`config.mk`:
```
export PLATFORM = sky130hd
export DESIGN_NAME = mem_stage_ctrl
export DESIGN_NICKNAME = d
export VERILOG_FILES = /design/src/rtl/mem_stage_ctrl.sv
export SDC_FILE = /design/constraint.sdc
export NUM_CORES = 1
export LEC_CHECK = 0
export BUFFER_PORTS_ARGS = -buffer_cell sky130_fd_sc_hd__buf_2
export CAP_MARGIN = 10
export CELL_PAD_IN_SITES_DETAIL_PLACEMENT = 0
export CELL_PAD_IN_SITES_GLOBAL_PLACEMENT = 1
export CORE_ASPECT_RATIO = 1.5
export CORE_MARGIN = 3
export CORE_UTILIZATION = 35
export DETAILED_ROUTE_END_ITERATION = 10
export PLACE_DENSITY_LB_ADDON = 0.08
export SETUP_SLACK_MARGIN = 0.02
export SLEW_MARGIN = 5
export SYNTH_ARGS = -nofsm -noshare
export SYNTH_HDL_FRONTEND = slang
export SYNTH_SLANG_ARGS = --single-unit
```
`constraint.sdc`:
```
create_clock -name clk -period 2.7 [get_ports clk]
set_input_delay 0.81 -clock clk [delete_from_list [all_inputs] [get_ports clk]]
set_output_delay 0.81 -clock clk [all_outputs]
set_load 0.01 [all_outputs]
```
`src/rtl/mem_stage_ctrl.sv`:
```
// mem_stage_ctrl: memory-stage controller for a simple in-order pipeline.
// ALU results are forwarded to writeback one cycle after they are accepted.
// Loads and stores issue a data-memory request and hold it until mem_ack
// arrives, or until the request has waited TIMEOUT cycles, which is fatal.
// HALTED and ERROR are terminal states; only reset leaves them.
//
// Ports:
//   clk, rst          clock; synchronous active-low reset
//   ex_valid, *_in    instruction fields from the EX/MEM pipeline register
//   mem_req/wr/addr/wdata   data-memory request (held stable while BUSY)
//   mem_ack, mem_rdata      data-memory response (rdata valid with ack)
//   stall             combinational; freezes upstream and the pipeline register
//   wb_valid/data/reg/en    single-cycle writeback pulse per retired op
//   halt_out, err     sticky status flags
module mem_stage_ctrl #(
  parameter int unsigned TIMEOUT = 15
) (
  input  logic        clk,
  input  logic        rst,
  input  logic        ex_valid,
  input  logic [15:0] alu_out_in,
  input  logic [15:0] wdata_in,
  input  logic [2:0]  write_r_in,
  input  logic        reg_write_in,
  input  logic        mem_read_in,
  input  logic        mem_write_in,
  input  logic        halt_in,
  output logic        mem_req,
  output logic        mem_wr,
  output logic [15:0] mem_addr,
  output logic [15:0] mem_wdata,
  input  logic        mem_ack,
  input  logic [15:0] mem_rdata,
  output logic        stall,
  output logic        wb_valid,
  output logic [15:0] wb_data,
  output logic [2:0]  wb_reg,
  output logic        wb_en,
  output logic        halt_out,
  output logic        err
);

  localparam int unsigned CNT_W = 4;

  typedef enum logic [1:0] {
    S_IDLE   = 2'd0,
    S_BUSY   = 2'd1,
    S_HALTED = 2'd2,
    S_ERROR  = 2'd3
  } state_t;

  state_t             state_q, state_d;
  logic [CNT_W-1:0]   cnt_q, cnt_d;
  logic               mem_req_q, mem_req_d;
  logic               mem_wr_q, mem_wr_d;
  logic [15:0]        mem_addr_q, mem_addr_d;
  logic [15:0]        mem_wdata_q, mem_wdata_d;
  logic [2:0]         lat_reg_q, lat_reg_d;
  logic               lat_we_q, lat_we_d;
  logic               wb_valid_q, wb_valid_d;
  logic [15:0]        wb_data_q, wb_data_d;
  logic [2:0]         wb_reg_q, wb_reg_d;
  logic               wb_en_q, wb_en_d;
  logic               halt_q, halt_d;
  logic               err_q, err_d;
  logic               stall_c;
  logic [CNT_W-1:0]   cnt_inc;
  logic               mem_one;
  logic               mem_both;

  assign mem_one  = mem_read_in ^ mem_write_in;
  assign mem_both = mem_read_in & mem_write_in;
  assign cnt_inc  = cnt_q + CNT_W'(1);

  // Next-state, datapath capture and combinational stall.
  always_comb begin
    state_d     = state_q;
    cnt_d       = cnt_q;
    mem_req_d   = mem_req_q;
    mem_wr_d    = mem_wr_q;
    mem_addr_d  = mem_addr_q;
    mem_wdata_d = mem_wdata_q;
    lat_reg_d   = lat_reg_q;
    lat_we_d    = lat_we_q;
    wb_valid_d  = 1'b0;
    wb_data_d   = wb_data_q;
    wb_reg_d    = wb_reg_q;
    wb_en_d     = wb_en_q;
    halt_d      = halt_q;
    err_d       = err_q;
    stall_c     = 1'b0;

    unique case (state_q)
      S_IDLE: begin
        if (ex_valid) begin
          if (mem_both) begin
            // Illegal encoding: fail without touching memory.
            state_d = S_ERROR;
            err_d   = 1'b1;
            stall_c = 1'b1;
          end else if (mem_one) begin
            state_d     = S_BUSY;
            cnt_d       = '0;
            mem_req_d   = 1'b1;
            mem_wr_d    = mem_write_in;
            mem_addr_d  = alu_out_in;
            mem_wdata_d = wdata_in;
            lat_reg_d   = write_r_in;
            lat_we_d    = reg_write_in;
            stall_c     = 1'b1;
          end else if (halt_in) begin
            state_d = S_HALTED;
            halt_d  = 1'b1;
          end else begin
            wb_valid_d = 1'b1;
            wb_data_d  = alu_out_in;
            wb_reg_d   = write_r_in;
            wb_en_d    = reg_write_in;
          end
        end
      end

      S_BUSY: begin
        if (mem_ack) begin
          // Ack wins even in the cycle the wait budget runs out.
          state_d    = S_IDLE;
          mem_req_d  = 1'b0;
          mem_wr_d   = 1'b0;
          wb_valid_d = 1'b1;
          wb_data_d  = mem_wr_q ? mem_addr_q : mem_rdata;
          wb_reg_d   = lat_reg_q;
          wb_en_d    = mem_wr_q ? 1'b0 : lat_we_q;
        end else begin
          stall_c = 1'b1;
          cnt_d   = cnt_inc;
          if (cnt_inc == CNT_W'(TIMEOUT)) begin
            state_d   = S_ERROR;
            err_d     = 1'b1;
            mem_req_d = 1'b0;
            mem_wr_d  = 1'b0;
          end
        end
      end

      S_HALTED: begin
      end

      S_ERROR: begin
        stall_c = 1'b1;
      end

      default: begin
        state_d = S_IDLE;
      end
    endcase
  end

  // State and output registers.
  always_ff @(posedge clk) begin
    if (!rst) begin
      state_q     <= S_IDLE;
      cnt_q       <= '0;
      mem_req_q   <= 1'b0;
      mem_wr_q    <= 1'b0;
      mem_addr_q  <= '0;
      mem_wdata_q <= '0;
      lat_reg_q   <= '0;
      lat_we_q    <= 1'b0;
      wb_valid_q  <= 1'b0;
      wb_data_q   <= '0;
      wb_reg_q    <= '0;
      wb_en_q     <= 1'b0;
      halt_q      <= 1'b0;
      err_q       <= 1'b0;
    end else begin
      state_q     <= state_d;
      cnt_q       <= cnt_d;
      mem_req_q   <= mem_req_d;
      mem_wr_q    <= mem_wr_d;
      mem_addr_q  <= mem_addr_d;
      mem_wdata_q <= mem_wdata_d;
      lat_reg_q   <= lat_reg_d;
      lat_we_q    <= lat_we_d;
      wb_valid_q  <= wb_valid_d;
      wb_data_q   <= wb_data_d;
      wb_reg_q    <= wb_reg_d;
      wb_en_q     <= wb_en_d;
      halt_q      <= halt_d;
      err_q       <= err_d;
    end
  end

  assign mem_req   = mem_req_q;
  assign mem_wr    = mem_wr_q;
  assign mem_addr  = mem_addr_q;
  assign mem_wdata = mem_wdata_q;
  assign stall     = stall_c;
  assign wb_valid  = wb_valid_q;
  assign wb_data   = wb_data_q;
  assign wb_reg    = wb_reg_q;
  assign wb_en     = wb_en_q;
  assign halt_out  = halt_q;
  assign err       = err_q;

endmodule

```
; After elaboration in Yosys (flattened, before gate mapping)
; Index checks and enable logic that the tools add are counted.
[totals]
mem_bits_rw = 0
latchBits = 0
rom_bits = 0
mem_count = 0
register_bits = 67
inputBits = 59
[op_classes]
mux = 58
n_div = 0
n_eq_ne = 14
bitwise_logic = 4
mul = 0
n_lt_le_gt_ge = 0
addsub = 1
shift = 0
reduce_logical = 9
[op_table]
columns = op, n
row1 = 16-bit two-way mux, 6
row2 = 16-bit case mux with 2 select lines, 1
row3 = 1-bit two-way mux, 27
row4 = 5-bit AND reduction, 4
row5 = 2-bit != test (second input constant), 9
row6 = 4-bit two-way mux, 4
row7 = 3-bit two-way mux, 5
row8 = 2-bit two-way mux, 6
row9 = 1-bit case mux with 2 select lines, 5
row10 = 4-bit case mux with 2 select lines, 1
row11 = 4-bit AND reduction, 2
row12 = 3-bit case mux with 2 select lines, 1
row13 = 6-bit AND reduction, 1
row14 = 4-bit by 1-bit adder with 4-bit output (second input constant), 1
row15 = 4-bit equality test (second input constant), 1
row16 = 4-bit != test (second input constant), 1
row17 = 2-bit case mux with 2 select lines, 1
row18 = 3-bit != test (second input constant), 1
row19 = 1-bit case mux with 3 select lines, 1
row20 = 2-bit by 1-bit equality test with 1-bit output (second input constant), 1
row21 = 2-bit equality test (second input constant), 1
row22 = 2-bit zero test, 1
row23 = 1-bit NOT, 2
row24 = 2-bit nonzero test, 1
row25 = 2 further kinds, 2

; Depth between registers and ports, before layout
[logic_depth]
depth_word = 5
ltp_mapped = 8
ltp_nobuf = 6

; Least setup slack after synthesis
; OpenSTA, ideal clock, no wires.
[synth_timing]
path_type = input port to flip-flop
from = input port mem_read_in
to = register wb_reg_q[1] (netlist: wb_reg[1])
arrival_ns = 2.056
cell_stages = 7
slack_ns = 0.529
path_buffers = 1
cell_sequence = inv_1 > ha_1 > nor3_1 > a22oi_2 > or2_1 > buf_2 > a31o_1
[synth_between]
elab_chain_len = 3
elab_cells_between_ends = 5
classes_between = eq/ne: 2 / bitwise: 2 / reduce/logical: 1
[synth_lines]
columns = item, line_no
row1 = "start, declared", 25  ; input logic mem_read_in,
row2 = 1-bit bitwise XOR or 1-bit bitwise AND (tied branches), "71, 72"
row3 = 2-bit != test (no source line), -
row4 = 6-bit AND reduction (no source line) (*), -
row5 = "end signal, assigned", 186  ; wb_reg_q <= wb_reg_d;
row6 = "end, declared", 62  ; logic [2:0] wb_reg_q, wb_reg_d;
; Mark *: on every way between the ends. The rest lies on a longest branch, timed or not.
; A chain may end at the register's enable or synchronous reset.

; Worst setup path after layout
[layout_timing]
from = input port mem_ack
to = output port stall
[layout_between]
elab_chain_len = 2
[layout_lines]
columns = item, line_no
row1 = "start, declared", 32  ; input logic mem_ack,
row2 = 1-bit two-way mux, 124  ; if (mem_ack) begin
row3 = 1-bit case mux with 3 select lines, 93  ; unique case (state_q)
row4 = "end, declared", 34  ; output logic stall,
; No other way between the ends.

==> parameters.txt <==
Parameter                              Value

Finish
  Fillcell total    899
  Area Growth Syn to Fin    32.77%
  Number of antenna diodes    0
  Final core area utilization    47.85%
  Number of nets in the layout    544
  Share of cells above drive strength 1    32.58%

Drt
  Detailed-route wire length per cell    14.49 um
  Number of optimization iterations in the first detailed-route pass    4
  Average vias per placed instance    4.986
  Post-route DRC    0
  Total via count in the routed design    2,952
  Starting DRT DRC Count    119
  Routed wire length    8581 um
  Final ANT Viol Nets    0

Logic synthesis
  Total standard cell area after synthesis    3050 um^2
  Portion of synthesized cell area occupied by the leading cell type    43.97%
  Number of enable flip-flop cells after synthesis    0
  Fraction of the yosys area taken by sequential cells    43.97%
  Biggest area contributors in the synthesized netlist    sky130_fd_sc_hd__dfxtp_1 (44%), sky130_fd_sc_hd__nand2_1 (12%), sky130_fd_sc_hd__o211ai_1 (7.9%)
  Number of warnings issued by yosys    0
  Net Count, Synth    432
  Proportion of synthesized flip-flops having asynchronous set or reset    0%
  Total of flip-flops plus latches after synthesis    67
  Number of standard cells after synthesis    368
  Leading cell types by count after synthesis    sky130_fd_sc_hd__nand2_1 (101), sky130_fd_sc_hd__dfxtp_1 (67), sky130_fd_sc_hd__a21oi_1 (42)
  Mapped Avg Cell Area    8.289 um^2
  Primary FF master, synth    sky130_fd_sc_hd__dfxtp_1
  Count of different cell masters after synthesis    41
  Most numerous cell in the Yosys netlist    sky130_fd_sc_hd__nand2_1
  Yosys top cell by area    sky130_fd_sc_hd__dfxtp_1

Clocking
  Number of buffers between clock root and the deepest sink    2
  Clock latency reported for the late side of the worst-skew pair    330 ps
  Count of H-tree levels built during CTS    3
  Post-CTS repair timing setup buffer count    0
  Number of buffers added to fix hold violations after cts    0
  TritonCTS buffer count    9
  Clock-pin slew reported for the worst setup and hold paths after clock tree synthesis    50 ps
  TritonCTS Sinks    67
  Clock Root Buffer    sky130_fd_sc_hd__clkbuf_16
  CTS tree    done
  Number of gates resized after CTS    0

GRT
  Aggregate global routing overflow    0
  Wire length of the first global-routing pass    13,790 um
  All-layer global routing usage    18.21%
  Via count of the first global-routing pass    2,844
  Number of antenna violations at the first check in global routing    0
  Maximum number of pins on one net before global-route repair    40

Power and ir drop
  Reported leakage power    1.691 nW
  Pwr Density    675.5 nW/um^2
  IR Drop Worst-Case VDD    0.3413 mV

STA
  Worst slew slack as a fraction of its limit    62.89%
  Final critical-path required period    2418 ps
  Clk_skew    6.751 ps
  Final setup violation count    0
  Setup repair after global routing missed its margin    false
  Achievable clock frequency    413.6 MHz
  Final Cycle Share    89.54%
  Transition at the pin with the smallest max-transition slack    553.2 ps
  Number of pins exceeding their max-slew limit in the final report    0
  Total count of hold-check failures in the final report    0
  Setup TNS Final    0 ps

Run
  Maximum Capacitance Violations    0

Setup path
  Crit path arrival time    1610 ps
  Critical path launch point type    input pin
  Reg-to-reg slack, setup    1050 ps
  Worst Path Max Fanout    7
  WP data required    1890 ps
  Kind of critical path    in -> out
  CP endpoint kind    primary output

Floorplan
  Die Width    82.23 um
  Initial standard-cell utilization of the core    36.04%
  Floorplan die height    120.3 um
  # IOs    117
  Placement Rows    41
  Area enclosed by the die boundary    9895 um^2
  Core Region    8464 um^2

Placement
  Post-DP HPWL    6184 um
  Final weighted congestion in routability-driven placement    0.7786
  Buffers added on ports    116

Hold path
  Class of the worst hold path    reg -> reg

Run status
  Result of the run    finished, final reports clean
-- through the flow --
step | cells | total power, mW | area (um^2) | worst slack, ps | hold slack [ps]
2_1_floorplan | 368 | 1.331 | 3050 | 528.6 | 430.6
3_3_place_gp | 576 | 1.489 | 3721 | 242.1 | 439.5
3_5_place_dp | 576 | 1.493 | 3721 | 215.0 | 444.3
4_1_cts | 592 | 2.784 | 4050 | 276.7 | 451.8
5_1_grt | 592 | 2.881 | 4050 | 171.4 | 479.4
6_report | 592 | 2.736 | 4050 | 282.4 | 453.9
-- critical path, stage by stage --
cell	delay, ps
sky130_fd_sc_hd__buf_2	160
sky130_fd_sc_hd__inv_1	70
sky130_fd_sc_hd__o21ai_0	250
sky130_fd_sc_hd__o21ai_0	150
sky130_fd_sc_hd__buf_2	160
-- placed cells by master, fill, tap and decap left out, drive strengths merged, types with 2 or more instances in the layout --
cell type  instances
clkbuf            12
ha                 5
a22oi              2
nand2            101
nor2b              4
mux2i             16
inv                8
o21ai             20
o211ai            32
a21oi             42
buf              130
bufinv             2
clkinv             2
nor2               8
a31o               3
nor3               3
a31oi              2
a211oi             2
nor3b              4
a2111oi            4
dfxtp             67
-- where the power goes --
group	total [mW]	switching, mW	internal, mW
clock network	1.27	0.414	0.857
registers	1.08	0.0332	1.05
logic	0.386	0.230	0.156
total	2.74	0.677	2.06
-- layout make-up --
class | count | area (um^2) | share of cell area [%]
Clock inverter | 4 | 72.57 | 1.792
Sequential cell | 67 | 1341 | 33.12
Tap cell | 107 | 133.9 | 3.306
Inverter | 9 | 33.78 | 0.8341
Clock buffer | 12 | 256.5 | 6.333
Timing Repair Buffer | 130 | 685.7 | 16.93
Multi-Input combinational cell | 263 | 1526 | 37.69
-- layer usage --
layer / track usage (%) / vias up / share of wire, %
met1: 21.40 / 1351 / 41
met3: 4.993 / 10 / 6.4
met2: 30.42 / 79 / 51
met4: 7.484 / 0 / 1.4
met5: 0 / - / 0
li1: - / 1512 / -
-- cells by family (layout without fill, tap and decap cells) --
group / after synthesis / in the layout / share of synthesized area, %
muxes: 17 / 17 / 5.619
adders and majority gates: 5 / 5 / 2.051
buffers and inverters: 38 / 155 / 6.071
and+or+nand+nor: 128 / 128 / 18.05
DFF: 67 / 67 / 43.97
AOI/OAI and AO/OA: 113 / 113 / 24.24
-- path summary, 6_finish.rpt --
kind             endpoint          from  depth (start not counted)
min reg2reg  mem_wdata[9]  mem_wdata[9]                          2
min          mem_wdata[9]  mem_wdata[9]                          2
max reg2reg    wb_data[2]    state_q[0]                          5
max                 stall       mem_ack                          5
No activity file was read; power rests on OpenSTA's default activity.
